--- src/rtl/divider_seq_pkg.sv ---
// Shared definitions for the sequential divider and the ALU/control decode
// that hands DIV operations to it.
package divider_seq_pkg;

    // Default operand width of the divider datapath.
    localparam int DEFAULT_WIDTH = 32;

    // Divider control states.
    typedef enum logic [2:0] {
        ST_IDLE  = 3'd0,
        ST_PREP  = 3'd1,
        ST_ITER  = 3'd2,
        ST_FIXUP = 3'd3,
        ST_DONE  = 3'd4
    } div_state_e;

    // ALU operation indices, shared so the ALU and control decode agree.
    localparam int ALU_OP_W = 4;
    localparam logic [ALU_OP_W-1:0] ALU_ADD  = 4'd0;
    localparam logic [ALU_OP_W-1:0] ALU_SUB  = 4'd1;
    localparam logic [ALU_OP_W-1:0] ALU_MUL  = 4'd2;
    localparam logic [ALU_OP_W-1:0] ALU_MULU = 4'd3;
    localparam logic [ALU_OP_W-1:0] ALU_DIV  = 4'd4;
    localparam logic [ALU_OP_W-1:0] ALU_DIVU = 4'd5;
    localparam logic [ALU_OP_W-1:0] ALU_AND  = 4'd6;
    localparam logic [ALU_OP_W-1:0] ALU_OR   = 4'd7;
    localparam logic [ALU_OP_W-1:0] ALU_XOR  = 4'd8;
    localparam logic [ALU_OP_W-1:0] ALU_NOT  = 4'd9;
    localparam logic [ALU_OP_W-1:0] ALU_SHL  = 4'd10;
    localparam logic [ALU_OP_W-1:0] ALU_SHR  = 4'd11;
    localparam logic [ALU_OP_W-1:0] ALU_DEC  = 4'd12;
    localparam logic [ALU_OP_W-1:0] ALU_INC  = 4'd13;

    // True for the ALU operations that are routed through the divider.
    function automatic logic alu_op_uses_divider(input logic [ALU_OP_W-1:0] op);
        logic hit;
        if ((op == ALU_DIV) || (op == ALU_DIVU)) begin
            hit = 1'b1;
        end else begin
            hit = 1'b0;
        end
        return hit;
    endfunction

endpackage

--- src/rtl/divider_seq_if.sv ---
// Start/busy/done handshake and operand/result bus between the control
// unit (master) and the sequential divider (slave).
interface divider_seq_if
    import divider_seq_pkg::*;
#(
    parameter int WIDTH = DEFAULT_WIDTH
) ();

    logic             start;
    logic             signed_mode;
    logic [WIDTH-1:0] dividend;
    logic [WIDTH-1:0] divisor;
    logic             busy;
    logic             done;
    logic             div_by_zero;
    logic [WIDTH-1:0] quotient;
    logic [WIDTH-1:0] remainder;

    modport master (
        output start, signed_mode, dividend, divisor,
        input  busy, done, div_by_zero, quotient, remainder
    );

    modport slave (
        input  start, signed_mode, dividend, divisor,
        output busy, done, div_by_zero, quotient, remainder
    );

endinterface

--- src/rtl/divider_seq_div_step.sv ---
// One restoring shift-subtract iteration: shifts {R, Q} left by one,
// tries R - |M| and keeps the difference when it does not go negative.
module div_step
    import divider_seq_pkg::*;
#(
    parameter int WIDTH = DEFAULT_WIDTH
) (
    input  logic [WIDTH-1:0] r_in,
    input  logic [WIDTH-1:0] q_in,
    input  logic [WIDTH-1:0] m_in,
    output logic [WIDTH-1:0] r_out,
    output logic [WIDTH-1:0] q_out
);

    // The shifted remainder needs WIDTH+1 bits (it can reach 2*|M|-1), and
    // the trial carries one more bit so its sign is unambiguous.
    logic [WIDTH:0]   shifted_r_s;
    logic [WIDTH+1:0] trial_s;

    // Trial subtraction and restore decision for a single quotient bit.
    always_comb begin
        shifted_r_s = {r_in, q_in[WIDTH-1]};
        trial_s     = {1'b0, shifted_r_s} - {2'b00, m_in};
        // A successful trial is always below |M|, so both top bits are clear.
        if (trial_s[WIDTH+1:WIDTH] == 2'b00) begin
            r_out = trial_s[WIDTH-1:0];
            q_out = {q_in[WIDTH-2:0], 1'b1};
        end else begin
            r_out = shifted_r_s[WIDTH-1:0];
            q_out = {q_in[WIDTH-2:0], 1'b0};
        end
    end

endmodule

--- src/rtl/divider_seq.sv ---
// Multi-cycle signed/unsigned integer divider: one quotient bit per clock,
// divide-by-zero flag, start/busy/done handshake. {remainder, quotient}
// maps directly onto HI/LO of the Z register path.
module divider_seq
    import divider_seq_pkg::*;
#(
    parameter int WIDTH = DEFAULT_WIDTH
) (
    input  logic         clk,
    input  logic         reset,
    divider_seq_if.slave bus
);

    localparam int               CNT_W    = $clog2(WIDTH);
    localparam logic [WIDTH-1:0] ZERO_W   = {WIDTH{1'b0}};
    localparam logic [WIDTH-1:0] ONES_W   = {WIDTH{1'b1}};
    localparam logic [WIDTH-1:0] ONE_W    = {{(WIDTH-1){1'b0}}, 1'b1};
    localparam logic [CNT_W-1:0] CNT_ZERO = {CNT_W{1'b0}};
    localparam logic [CNT_W-1:0] CNT_ONE  = {{(CNT_W-1){1'b0}}, 1'b1};
    localparam logic [CNT_W-1:0] CNT_LAST = CNT_W'(WIDTH - 1);

    // Two's-complement negation.
    function automatic logic [WIDTH-1:0] twos_neg(input logic [WIDTH-1:0] v);
        return ~v + ONE_W;
    endfunction

    // Magnitude of an operand; MIN maps onto 2^(WIDTH-1) as an unsigned value.
    function automatic logic [WIDTH-1:0] magnitude(input logic [WIDTH-1:0] v,
                                                   input logic is_signed);
        logic [WIDTH-1:0] m;
        if (is_signed && v[WIDTH-1]) begin
            m = twos_neg(v);
        end else begin
            m = v;
        end
        return m;
    endfunction

    div_state_e       state_r;
    div_state_e       state_next_s;
    logic             accept_s;
    logic             divisor_zero_s;

    logic [CNT_W-1:0] cnt_r;
    logic [WIDTH-1:0] dividend_r;
    logic [WIDTH-1:0] divisor_r;
    logic             signed_r;
    logic [WIDTH-1:0] rem_work_r;
    logic [WIDTH-1:0] quo_work_r;
    logic [WIDTH-1:0] mag_divisor_r;
    logic             q_neg_r;
    logic             r_neg_r;

    logic [WIDTH-1:0] step_rem_s;
    logic [WIDTH-1:0] step_quo_s;

    logic             busy_r;
    logic             done_r;
    logic             div_by_zero_r;
    logic [WIDTH-1:0] quotient_r;
    logic [WIDTH-1:0] remainder_r;

    div_step #(
        .WIDTH (WIDTH)
    ) u_step (
        .r_in  (rem_work_r),
        .q_in  (quo_work_r),
        .m_in  (mag_divisor_r),
        .r_out (step_rem_s),
        .q_out (step_quo_s)
    );

    // A new divide is accepted only while not busy (IDLE or the DONE cycle).
    always_comb begin
        accept_s       = 1'b0;
        divisor_zero_s = 1'b0;
        if (((state_r == ST_IDLE) || (state_r == ST_DONE)) && bus.start) begin
            accept_s = 1'b1;
        end else begin
            accept_s = 1'b0;
        end
        if (divisor_r == ZERO_W) begin
            divisor_zero_s = 1'b1;
        end else begin
            divisor_zero_s = 1'b0;
        end
    end

    // Next-state decode for the divide sequence.
    always_comb begin
        state_next_s = state_r;
        case (state_r)
            ST_IDLE, ST_DONE: begin
                if (accept_s) begin
                    state_next_s = ST_PREP;
                end else begin
                    state_next_s = ST_IDLE;
                end
            end
            ST_PREP: begin
                if (divisor_zero_s) begin
                    state_next_s = ST_FIXUP;
                end else begin
                    state_next_s = ST_ITER;
                end
            end
            ST_ITER: begin
                if (cnt_r == CNT_ZERO) begin
                    state_next_s = ST_FIXUP;
                end else begin
                    state_next_s = ST_ITER;
                end
            end
            ST_FIXUP: begin
                state_next_s = ST_DONE;
            end
            default: begin
                state_next_s = ST_IDLE;
            end
        endcase
    end

    // State register; reset aborts any divide in flight.
    always_ff @(posedge clk) begin
        if (reset) begin
            state_r <= ST_IDLE;
        end else begin
            state_r <= state_next_s;
        end
    end

    // Operand capture, magnitude prep, iteration and sign fixup datapath.
    always_ff @(posedge clk) begin
        if (reset) begin
            cnt_r         <= CNT_ZERO;
            dividend_r    <= ZERO_W;
            divisor_r     <= ZERO_W;
            signed_r      <= 1'b0;
            rem_work_r    <= ZERO_W;
            quo_work_r    <= ZERO_W;
            mag_divisor_r <= ZERO_W;
            q_neg_r       <= 1'b0;
            r_neg_r       <= 1'b0;
            div_by_zero_r <= 1'b0;
            quotient_r    <= ZERO_W;
            remainder_r   <= ZERO_W;
        end else begin
            case (state_r)
                ST_IDLE, ST_DONE: begin
                    if (accept_s) begin
                        dividend_r    <= bus.dividend;
                        divisor_r     <= bus.divisor;
                        signed_r      <= bus.signed_mode;
                        div_by_zero_r <= 1'b0;
                    end
                end
                ST_PREP: begin
                    quo_work_r    <= magnitude(dividend_r, signed_r);
                    mag_divisor_r <= magnitude(divisor_r, signed_r);
                    rem_work_r    <= ZERO_W;
                    cnt_r         <= CNT_LAST;
                    q_neg_r       <= signed_r & (dividend_r[WIDTH-1] ^ divisor_r[WIDTH-1]);
                    r_neg_r       <= signed_r & dividend_r[WIDTH-1];
                end
                ST_ITER: begin
                    rem_work_r <= step_rem_s;
                    quo_work_r <= step_quo_s;
                    cnt_r      <= cnt_r - CNT_ONE;
                end
                ST_FIXUP: begin
                    if (divisor_zero_s) begin
                        quotient_r    <= ONES_W;
                        remainder_r   <= dividend_r;
                        div_by_zero_r <= 1'b1;
                    end else begin
                        // MIN / -1 needs no special case: |MIN| / 1 with
                        // q_neg clear already yields the MIN bit pattern.
                        quotient_r    <= q_neg_r ? twos_neg(quo_work_r) : quo_work_r;
                        remainder_r   <= r_neg_r ? twos_neg(rem_work_r) : rem_work_r;
                        div_by_zero_r <= 1'b0;
                    end
                end
                default: begin
                    cnt_r <= cnt_r;
                end
            endcase
        end
    end

    // Registered handshake status derived from the state being entered.
    always_ff @(posedge clk) begin
        if (reset) begin
            busy_r <= 1'b0;
            done_r <= 1'b0;
        end else begin
            busy_r <= (state_next_s == ST_PREP) || (state_next_s == ST_ITER) ||
                      (state_next_s == ST_FIXUP);
            done_r <= (state_next_s == ST_DONE);
        end
    end

    assign bus.busy        = busy_r;
    assign bus.done        = done_r;
    assign bus.div_by_zero = div_by_zero_r;
    assign bus.quotient    = quotient_r;
    assign bus.remainder   = remainder_r;

endmodule

--- src/flat_wrapper.sv ---
// flat-port wrapper written by rule: the top's interface ports become plain ports
module divider_seq_flat import divider_seq_pkg::*;
#(
    parameter int WIDTH = DEFAULT_WIDTH
)
  (clk, reset, bus_start, bus_signed_mode, bus_dividend, bus_divisor, bus_busy, bus_done, bus_div_by_zero, bus_quotient, bus_remainder);
  divider_seq_if #(.WIDTH(WIDTH)) bus_i ();
  input  logic clk;
  input  logic reset;
  input wire logic [$bits(bus_i.start)-1:0] bus_start;
  input wire logic [$bits(bus_i.signed_mode)-1:0] bus_signed_mode;
  input wire logic [$bits(bus_i.dividend)-1:0] bus_dividend;
  input wire logic [$bits(bus_i.divisor)-1:0] bus_divisor;
  output wire logic [$bits(bus_i.busy)-1:0] bus_busy;
  output wire logic [$bits(bus_i.done)-1:0] bus_done;
  output wire logic [$bits(bus_i.div_by_zero)-1:0] bus_div_by_zero;
  output wire logic [$bits(bus_i.quotient)-1:0] bus_quotient;
  output wire logic [$bits(bus_i.remainder)-1:0] bus_remainder;
  assign bus_i.start = bus_start;
  assign bus_i.signed_mode = bus_signed_mode;
  assign bus_i.dividend = bus_dividend;
  assign bus_i.divisor = bus_divisor;
  assign bus_busy = bus_i.busy;
  assign bus_done = bus_i.done;
  assign bus_div_by_zero = bus_i.div_by_zero;
  assign bus_quotient = bus_i.quotient;
  assign bus_remainder = bus_i.remainder;
  divider_seq #(.WIDTH(WIDTH)) u_core (.clk(clk), .reset(reset), .bus(bus_i));
endmodule
--- config.mk ---
export PLATFORM = sky130hd
export DESIGN_NAME = divider_seq_flat
export DESIGN_NICKNAME = d
export VERILOG_FILES = /design/src/rtl/divider_seq_pkg.sv /design/src/rtl/divider_seq_if.sv /design/src/rtl/divider_seq_div_step.sv /design/src/rtl/divider_seq.sv /design/src/flat_wrapper.sv
export SDC_FILE = /design/constraint.sdc
export NUM_CORES = 1
export LEC_CHECK = 0
export ABC_CLOCK_PERIOD_IN_PS = 6730
export BUFFER_PORTS_ARGS = -buffer_cell sky130_fd_sc_hd__buf_2
export CAP_MARGIN = 0
export CORE_ASPECT_RATIO = 0.75
export CORE_MARGIN = 10
export CORE_UTILIZATION = 45
export CTS_CLUSTER_SIZE = 25
export DETAILED_ROUTE_END_ITERATION = 10
export RECOVER_POWER = 50
export SYNTH_ARGS = -nofsm -noshare
export SYNTH_HDL_FRONTEND = slang
export SYNTH_SLANG_ARGS = --single-unit
export TNS_END_PERCENT = 1
--- constraint.sdc ---
create_clock -name clk -period 6.73 [get_ports clk]
set_input_delay 0.673 -clock clk [delete_from_list [all_inputs] [get_ports clk]]
set_output_delay 0.673 -clock clk [all_outputs]
set_load 0.05 [all_outputs]
==> metrics.csv, run 1 <==
stage;metric;value;unit
run_status;outcome;finished, violations left;
run_status;failing checks;max-capacitance violations, max-slew violations;
yosys;asr flop ratio synth;0;%
drt;Avg WL per Cell;19.3;um
flow_run;Max Cap Violations;1;
yosys;Synth Cell Area;13200;sq um
global_routing;largest net degree at the start of global routing;119;
sta;Slew Limit Fails;93;
cts;H-tree Lvls;1;
cts;cts repair resizes;0;
cts;clock slew seen by the registers of the worst setup and hold paths;0.06;ns
worst_setup_path;critical path's top delay family;buffers and inverters;
yosys;area share of the largest cell type after synthesis;36.1;%
cts;clk root buf;clkbuf_16;
worst_setup_path;Setup crit start;reset;
finish;# diodes;0;
sta;total negative slack;0;ns
cts;Post-CTS Hold Fix Bufs;0;
worst_setup_path;Arr. time, crit path;5.15;ns
cts;number of CTS-inserted buffers;26;
worst_setup_path;Crit. End Element;register;
pwr;Leak;5.58;nW
floorplanning;Die X-Extent;218;um
worst_setup_path;crit path cell chain;clkbuf_1 > nand2b_1 > o21ai_0;
global_routing;first-pass GRT wire length;65.2;mm
floorplanning;Row Count;54;
worst_setup_path;Startpoint Class;input port;
worst_setup_path;Critical Path RT;7.10;ns
pwr;VDD IR max;207;uV
sta;fmax;209;MHz
drt;DRT antenna net count;0;
yosys;most common library cells after synthesis;nand2_1, dfxtp_1, a21oi_1;
sta;Slew Limit Headroom;-191;%
worst_hold_path;Hold Crit Start;bus_dividend[12];
sta;final setup margin;1.94;ns
worst_setup_path;reg2reg path depth;9;
global_routing;vias in the first global route;11400;
yosys;top cells by area, synth;dfxtp_1, nand2_1, a21oi_1, xor2_1, xnor2_1;
finish;number of nets in the layout;1853;
floorplanning;Core Area;29000;sq um
yosys;Mapped Cells;1685;
cts;CTS tree;built;
yosys;Seq cells post-synth;238;
yosys;Avg Inst Size Synth;7.82;sq um
finish;layout cells sized above 1;8.89;%
drt;Vias;12300;
finish;Final Cell Area;14900;sq um
worst_hold_path;Worst Hold Class;input port to register;
worst_setup_path;Reg2Reg Setup Slack;3.07;ns
sta;minimum clock period after layout;4.79;ns
yosys;Synth Flop Type;dfxtp_1;
worst_setup_path;Crit-path slowest cell;clkbuf_1;
cts;Post-CTS Setup Inserts;0;
yosys;Post-Syn Nets;1791;
place;GPL Wtd Cong;0.952;
worst_setup_path;max incr delay on CP;2.98;ns
worst_setup_path;Worst path depth;3;
place;IO buf count;134;
place;dpl hpwl;30.7;mm
floorplanning;# IOs;135;
cts;TritonCTS Sinks;238;
cts;clock tree buffer depth;3;
sta;final hold vios;0;
global_routing;initial antenna violation count;0;
drt;DRC violations left;0;
floorplanning;die height;168;um
yosys;Yosys cell types;69;
worst_setup_path;Reg-to-Reg Start;u_core.dividend_r[2];
floorplanning;Starting Density;45.5;%
pwr;power per cell area;274;nW/um^2
global_routing;grt total ovfl;0;
drt;Post-Route WL;41.6;mm
worst_setup_path;CP bufs+invs;1;
drt;initial drt markers;1178;
finish;Area Growth Syn to Fin;12.7;%
worst_hold_path;Worst Hold Depth;3;
yosys;number of synthesized flops with an enable pin;0;
drt;post-DR vias/cell;5.72;
global_routing;Total GRT Usage;21.9;%
floorplanning;Die ar.;36600;sq um
worst_setup_path;Setup CP Type;input port to register;
yosys;cell with the most instances after synthesis;nand2_1;
yosys;sequential area share after synthesis;36.1;%
place;Post-Place Worst Slack;3.19;ns
drt;drt pass-1 iters;5;
cts;clk_lat worst skew;0.55;ns
worst_setup_path;CP Max Fanout;93;
pwr;Final Power;4.07;mW
sta;Worst-Margin Slew;4.37;ns
place;placement-stage cell area;14000;sq um
yosys;Ys Warns;0;
sta;skew final;0.0201;ns
sta;# setup viols final;0;
sta;RSZ-0062 raised after global routing;false;
yosys;Synth area leader;dfxtp_1;
sta;final worst-path cycle share;71.1;%
-- worst reg2reg max path, delay by kind of cell (launching register included) --
kind	cells	cell delay, ns
flops	1	0.45
compound gates	2	0.42
xor+xnor	1	0.12
simple gates	6	2.37
-- power by group --
part	leakage, nW	switching, mW	internal [mW]
sequential	1.93	0.115	1.50
clock	0.462	0.613	0.915
combinational	3.18	0.607	0.319
-- sequential cells by signal (all words and copies together) (netlist names) --
| signal | cells |
|---|---|
| u_core.bus.quotient | 32 |
| u_core.bus.remainder | 32 |
| u_core.dividend_r | 32 |
| u_core.divisor_r | 32 |
| u_core.mag_divisor_r | 32 |
| u_core.quo_work_r | 32 |
| u_core.rem_work_r | 32 |
| u_core.cnt_r | 5 |
| u_core.state_r | 3 |
| u_core.bus.busy | 1 |
| u_core.bus.div_by_zero | 1 |
| u_core.bus.done | 1 |
| u_core.q_neg_r | 1 |
| u_core.r_neg_r | 1 |
| u_core.signed_r | 1 |
-- logic make-up after synthesis --
kind of cell / count (synthesis) / share of synthesized area [%]
mux: 33 / 2.51
simple gates: 584 / 19.7
compound gates: 481 / 23.4
fa+ha+maj: 38 / 3.66
buf+inv: 167 / 4.99
flops: 238 / 36.1
xor+xnor: 144 / 9.57
-- routing by layer --
metal	GRT usage [%]	wire (um)	share of wire (%)	vias to the layer above
met3	4.91	3730	9.0	45
li1	-	-	-	6071
met2	28.4	15900	38	419
met1	34.7	21300	51	5812
met5	0	0	0	-
met4	4.73	734	1.8	0
-- cell type report --
| class | instances | area [sq um] |
|---|---|---|
| inverters | 54 | 203 |
| clock buffers | 36 | 768 |
| well taps | 392 | 490 |
| flip-flops and latches | 238 | 4760 |
| clock inverters | 12 | 154 |
| repair buffers | 147 | 696 |
| fillers | 2921 | 14100 |
| multi-input cells | 1280 | 7780 |
-- stage by stage --
stage               std cells  util, %  hold slack (ns)
finish                   2159     51.3            0.363
global route             2159     51.3            0.361
CTS                      2159     51.6            0.348
detailed placement       2111     48.4            0.437
global placement         2111     48.4            0.435
floorplan                1685        -            0.422
-- worst paths after layout --
path / to
worst max-delay path: u_core.rem_work_r[3]
worst min register to register: u_core.bus.remainder[1]
worst min-delay path: u_core.dividend_r[12]
worst max register to register: u_core.quo_work_r[25]
-- cells in the final DEF (no fill, tap or decap), types with 5 or more instances in the layout --
| master | instances |
|---|---|
| a211oi_1 | 38 |
| a21o_1 | 8 |
| a21oi_1 | 177 |
| a22oi_1 | 29 |
| a311oi_1 | 30 |
| a31oi_1 | 14 |
| buf_2 | 66 |
| buf_4 | 12 |
| clkbuf_1 | 70 |
| clkbuf_16 | 26 |
| clkbuf_8 | 8 |
| clkinv_2 | 6 |
| dfxtp_1 | 238 |
| ha_1 | 37 |
| inv_1 | 54 |
| mux2i_1 | 33 |
| nand2_1 | 305 |
| nand2b_1 | 9 |
| nand3_1 | 17 |
| nand4_1 | 5 |
| nor2_1 | 129 |
| nor2b_1 | 9 |
| nor3_1 | 29 |
| nor4_1 | 15 |
| o211ai_1 | 21 |
| o21a_1 | 6 |
| o21ai_0 | 48 |
| o21ai_1 | 35 |
| o22ai_1 | 9 |
| o31ai_1 | 23 |
| o41ai_1 | 9 |
| or3_1 | 19 |
| or4_1 | 11 |
| or4_4 | 6 |
| xnor2_1 | 65 |
| xor2_1 | 79 |
(Power assumes the default switching activity.)
==> run 2, diff against run 1 <==
- ABC_AREA: default -> 1
- ABC_CLOCK_PERIOD_IN_PS: 6730 -> 4900
- clock period: 6.73 -> 4.9 ns (I/O delays scaled with it)
==> metrics.csv, run 2 <==
stage;metric;value;unit
drt;DRT antenna net count;0;
drt;Post-Route WL;54.5;mm
pwr;Leak;7.52;nW
worst_setup_path;Reg2Reg Setup Slack;0.93;ns
place;GPL Wtd Cong;0.979;
finish;most common cell after layout, fill and taps aside;nand2_1;
worst_setup_path;Arr. time, crit path;4.49;ns
finish;Final Cell Area;16400;sq um
drt;Avg WL per Cell;19.1;um
cts;Post-CTS Setup Inserts;0;
finish;layout cells sized above 1;7.30;%
finish;Area Growth Syn to Fin;11.5;%
floorplanning;die height;177;um
yosys;top cells by area, synth;dfxtp_1, nand2_1, inv_1, a21oi_1, nand3_1;
yosys;area share of the largest cell type after synthesis;32.3;%
cts;cts repair resizes;0;
sta;final worst-path cycle share;81.1;%
global_routing;grt total ovfl;0;
sta;fmax;252;MHz
pwr;VDD IR max;304;uV
pwr;Psw;2.01;mW
sta;Slew Limit Headroom;-88.6;%
finish;number of nets in the layout;2497;
sta;RSZ-0062 raised after global routing;false;
yosys;Synth Flop Type;dfxtp_1;
pwr;Clock power frac;37.0;%
yosys;Seq cells post-synth;238;
yosys;Ys Warns;0;
worst_setup_path;Reg-to-Reg Start;u_core.state_r[1];
worst_setup_path;Setup CP Type;register to register;
pwr;Gate power share;24.7;%
floorplanning;Row Count;57;
global_routing;first-pass GRT wire length;83.3;mm
worst_setup_path;Startpoint Class;register;
floorplanning;Die ar.;40500;sq um
floorplanning;Starting Density;45.5;%
yosys;cell with the most instances after synthesis;nand2_1;
floorplanning;# IOs;135;
global_routing;largest net degree at the start of global routing;96;
worst_setup_path;reg2reg path depth;9;
yosys;sequential area share after synthesis;32.3;%
pwr;part of the power in registers;38.3;%
yosys;asr flop ratio synth;0;%
yosys;Synth area leader;dfxtp_1;
global_routing;Total GRT Usage;25.8;%
cts;number of CTS-inserted buffers;27;
global_routing;vias in the first global route;14100;
finish;# diodes;0;
place;IO buf count;134;
yosys;Mapped Cells;2316;
sta;skew final;0.0160;ns
worst_hold_path;Hold Crit Start;bus_divisor[3];
sta;Worst-Margin Slew;2.83;ns
sta;total negative slack;0;ns
worst_setup_path;max incr delay on CP;2.04;ns
yosys;Post-Syn Nets;2422;
drt;DRC violations left;0;
pwr;Pint;3.65;mW
global_routing;initial antenna violation count;0;
worst_hold_path;Worst Hold Class;input port to register;
finish;most frequent cells in the layout;nand2_1, inv_1, dfxtp_1;
cts;clock slew seen by the registers of the worst setup and hold paths;0.07;ns
yosys;most common library cells after synthesis;nand2_1, inv_1, dfxtp_1;
run_status;failing checks;max-capacitance violations, max-slew violations;
drt;initial drt markers;1874;
place;dpl hpwl;41.7;mm
yosys;Avg Inst Size Synth;6.37;sq um
floorplanning;Core Area;32400;sq um
cts;clk root buf;clkbuf_16;
cts;CTS tree;built;
worst_setup_path;Crit-path slowest cell;clkbuf_1;
place;placement-stage cell area;15700;sq um
flow_run;Max Cap Violations;1;
cts;H-tree Lvls;1;
drt;drt pass-1 iters;5;
worst_hold_path;Worst Hold Depth;3;
drt;post-DR vias/cell;5.45;
yosys;Synth Cell Area;14700;sq um
sta;# setup viols final;0;
pwr;sw frac;35.5;%
worst_setup_path;Crit. End Element;register;
pwr;power per cell area;344;nW/um^2
cts;clk_lat worst skew;0.57;ns
sta;minimum clock period after layout;3.97;ns
worst_setup_path;CP Max Fanout;55;
worst_setup_path;Worst R2R End;u_core.state_r[0];
run_status;outcome;finished, violations left;
worst_setup_path;Critical Path RT;5.41;ns
worst_hold_path;end of the worst hold path;u_core.divisor_r[3];
worst_setup_path;crit path cell chain;inv_1 > nor3_1 > clkbuf_1 > nand2_1 > or2_2 > or3_1 > o211ai_1 > nand2_1 > inv_1;
cts;Post-CTS Hold Fix Bufs;0;
floorplanning;Die X-Extent;229;um
cts;TritonCTS Sinks;238;
yosys;Yosys cell types;50;
sta;Slew Limit Fails;56;
drt;Vias;15500;
sta;final hold vios;0;
cts;clock tree buffer depth;3;
yosys;number of synthesized flops with an enable pin;0;
-- run 2: changes by cell type after synthesis, moves of 28 or more --
cell	delta
nand2_1	+281
xnor2_1	-44
a311oi_1	-30
a21oi_1	+28
nand3_1	+167
inv_1	+252
mux2i_1	-33
o21ai_0	+124
o21ai_1	-29
a211oi_1	-37
nor2_1	+59
a31oi_1	+35
a22oi_1	-29
-- run 2: critical path, delay by kind of cell (launching register included) --
family                 cells  cell delay (ns)
DFF                        1             0.35
buffers and inverters      3             2.20
and+or+nand+nor            5             1.28
AOI/OAI and AO/OA          1             0.10
-- run 2: final cells by class --
type	count	area [sq um]
multi-input cells	1663	8370
well taps	442	553
flip-flops and latches	238	4760
fillers	3464	15900
repair buffers	146	676
inverters	315	1180
clock inverters	13	130
clock buffers	37	773
-- run 2: cells by family (layout without fill, tap and decap cells) --
family / Yosys count / count (layout) / synth area share (%)
simple gates: 1068 / 1068 / 31.4
buf+inv: 415 / 511 / 10.9
xor+xnor: 80 / 80 / 4.75
compound gates: 477 / 477 / 17.4
flops: 238 / 238 / 32.3
fa+ha+maj: 38 / 38 / 3.27
-- run 2: worst max-delay path by stage --
stage                                from                       to  slack [ns]  cells after the start
CTS                   u_core.divisor_r[0]  u_core.bus.quotient[13]        1.77                     14
finish                  u_core.state_r[1]        u_core.state_r[0]        0.93                      9
floorplan           u_core.quo_work_r[31]    u_core.rem_work_r[25]        2.65                     18
detailed placement    u_core.divisor_r[0]  u_core.bus.quotient[13]        1.80                     14
global route            u_core.state_r[1]        u_core.state_r[0]        0.79                      9
global placement      u_core.divisor_r[0]  u_core.bus.remainder[0]        1.90                     13
-- run 2: per-layer routing --
| metal | track usage [%] | vias to the layer above | wire length (um) |
|---|---|---|---|
| li1 | - | 7663 | - |
| met1 | 40.0 | 7260 | 27900 |
| met2 | 35.7 | 571 | 21100 |
| met3 | 5.61 | 50 | 4800 |
| met4 | 3.99 | 0 | 760 |
| met5 | 0 | - | 0 |
-- run 2: through the flow --
stage | setup slack (ns) | util (%) | hold slack (ns) | instances | power (mW)
3_5_place_dp | 1.80 | 48.4 | 0.456 | 2804 | 3.57
2_1_floorplan | 2.65 | - | 0.443 | 2316 | 3.15
3_3_place_gp | 1.90 | 48.4 | 0.453 | 2804 | 3.58
5_1_grt | 0.792 | 50.8 | 0.192 | 2854 | 5.93
4_1_cts | 1.77 | 51.2 | 0.159 | 2854 | 5.66
6_report | 0.926 | 50.8 | 0.170 | 2854 | 5.66
-- run 2: power groups by stage --
| stage | clock (mW) | combinational (mW) | sequential (mW) |
|---|---|---|---|
| 3_3_place_gp | 0 | 1.37 | 2.21 |
| 4_1_cts | 2.12 | 1.38 | 2.17 |
| 6_report | 2.10 | 1.40 | 2.17 |
| 5_1_grt | 2.20 | 1.55 | 2.18 |
| 2_1_floorplan | 0 | 0.946 | 2.20 |
| 3_5_place_dp | 0 | 1.37 | 2.21 |
==> run 3, diff against run 2 <==
- ABC_AREA: 1 -> 0
- ABC_CLOCK_PERIOD_IN_PS: 4900 -> 3800
- clock period: 4.9 -> 3.8 ns (I/O delays scaled with it)
==> metrics.csv, run 3 (synthesis gave the netlist of run 1 again) <==
stage;metric;value;unit
run_status;outcome;finished, violations left;
run_status;failing checks;max-capacitance violations, max-slew violations;
drt;DRT antenna net count;0;
worst_setup_path;crit path cell chain;or4_4 > or4_4 > or3_4 > or4_1 > o41ai_4 > xor2_1 > a211oi_1 > a21oi_1 > nor2_1;
worst_setup_path;Most common cell on crit path;or4_4;
sta;# setup viols final;0;
worst_hold_path;Worst Hold Class;input port to register;
cts;number of CTS-inserted buffers;26;
place;Post-Place Worst Slack;0.450;ns
global_routing;Total GRT Usage;22.1;%
finish;most frequent cells in the layout;nand2_1, dfxtp_1, a21oi_1;
cts;clock tree buffer depth;3;
cts;Post-CTS Setup Inserts;0;
drt;DRC violations left;0;
worst_setup_path;Crit. End Element;register;
global_routing;first-pass GRT wire length;65.7;mm
cts;clk root buf;clkbuf_16;
floorplanning;die height;168;um
floorplanning;Die X-Extent;218;um
worst_setup_path;critical path's top delay family;simple AND/OR/NAND/NOR gates;
pwr;power per cell area;467;nW/um^2
flow_run;Max Cap Violations;3;
sta;Slew Limit Headroom;-45.2;%
sta;Slew Limit Fails;141;
worst_setup_path;Critical Path RT;4.22;ns
cts;H-tree Lvls;1;
global_routing;vias in the first global route;11400;
global_routing;GRT busiest layer;met1;
drt;drt pass-1 iters;7;
global_routing;initial antenna violation count;0;
finish;Area Growth Syn to Fin;13.3;%
worst_setup_path;CP Max Fanout;8;
finish;most common cell after layout, fill and taps aside;nand2_1;
sta;fmax;290;MHz
drt;Vias;12400;
pwr;Leak;5.64;nW
pwr;VDD IR max;353;uV
global_routing;met1 Resource Use GR;34.7;%
drt;initial drt markers;1187;
floorplanning;# IOs;135;
worst_setup_path;CP bufs+invs;0;
global_routing;grt total ovfl;0;
floorplanning;Starting Density;45.5;%
cts;CTS tree;built;
finish;layout cells sized above 1;9.57;%
sta;RSZ-0062 raised after global routing;false;
finish;fin cells;2180;
floorplanning;Die ar.;36600;sq um
sta;final worst-path cycle share;90.8;%
place;GPL Wtd Cong;0.930;
cts;cts repair resizes;0;
drt;Post-Route WL;42.6;mm
place;placed insts;2136;
global_routing;grt met3 use;5.46;%
sta;total negative slack;0;ns
global_routing;largest net degree at the start of global routing;87;
cts;clk_lat worst skew;0.56;ns
drt;Avg WL per Cell;19.5;um
sta;skew final;0.0359;ns
sta;final hold vios;0;
worst_setup_path;Setup CP Type;register to register;
cts;clock slew seen by the registers of the worst setup and hold paths;0.06;ns
floorplanning;Core Area;29000;sq um
cts;TritonCTS Sinks;238;
finish;number of nets in the layout;1878;
place;dpl hpwl;32.0;mm
cts;Post-CTS Hold Fix Bufs;0;
sta;final setup margin;0.349;ns
floorplanning;Row Count;54;
sta;Worst-Margin Slew;2.18;ns
place;IO buf count;134;
sta;Fin Hold WS;0.0525;ns
worst_setup_path;Arr. time, crit path;3.87;ns
sta;minimum clock period after layout;3.45;ns
worst_setup_path;Crit-path slowest cell;or4_1;
worst_setup_path;Startpoint Class;register;
global_routing;met2 Use GR;29.1;%
drt;post-DR vias/cell;5.69;
worst_setup_path;max incr delay on CP;0.61;ns
pwr;Final Power;6.97;mW
## run 3: cell count changes in the layout (fill, tap and decap cells not counted), sizes merged, moves of 44 or more
cell | previous run | this run
nor2 | 199 | 130
o21ai | 181 | 83
nand2 | 597 | 306
nand3 | 187 | 17
inv | 314 | 54
xnor2 | 21 | 65
## run 3: final timing paths
check,startpoint,to,slack [ns],cells past startpoint
worst max-delay path,u_core.rem_work_r[6],u_core.bus.remainder[27],0.35,9
worst min-delay path,bus_dividend[2],u_core.dividend_r[2],0.05,3
worst max register to register,u_core.rem_work_r[6],u_core.bus.remainder[27],0.35,9
worst min register to register,u_core.mag_divisor_r[16],u_core.mag_divisor_r[16],0.45,2
## run 3: worst reg2reg max path: stages, from the launching register on
cell      delay [ns]
dfxtp_1         0.39
or4_4           0.58
or4_4           0.45
or3_4           0.44
or4_1           0.62
o41ai_4         0.29
xor2_1          0.22
a211oi_1        0.10
a21oi_1         0.21
nor2_1          0.06
## run 3: metrics by stage
| step | instance area, sq um | util [%] |
|---|---|---|
| 2_1_floorplan | 13200 | - |
| 3_3_place_gp | 14200 | 49.1 |
| 3_5_place_dp | 14200 | 49.1 |
| 4_1_cts | 15000 | 51.9 |
| 5_1_grt | 14900 | 51.5 |
| 6_report | 14900 | 51.5 |
## run 3: layer usage
metal  share of wire [%]  vias to the layer above
li1                    -                     6117
met1                  52                     5839
met2                  38                      409
met3                 8.5                       43
met4                 1.6                        0
met5                   0                        -
## run 3: final cells by class
type                       instances  area (sq um)
inverter                          54           203
sequential                       238          4760
fill                            2880         14100
clock buffer                      35           734
timing repair buffer             172           892
clock inverter                     8          68.8
tap                              392           490
antenna                            1          2.50
multi-input combinational       1280          7780
## run 3: power by group
part	switching (mW)	total, mW	internal (mW)	leakage, nW
sequential	0.185	2.84	2.65	1.93
clock	1.06	2.41	1.35	0.400
combinational	1.12	1.72	0.600	3.30
total	2.37	6.97	4.60	5.64
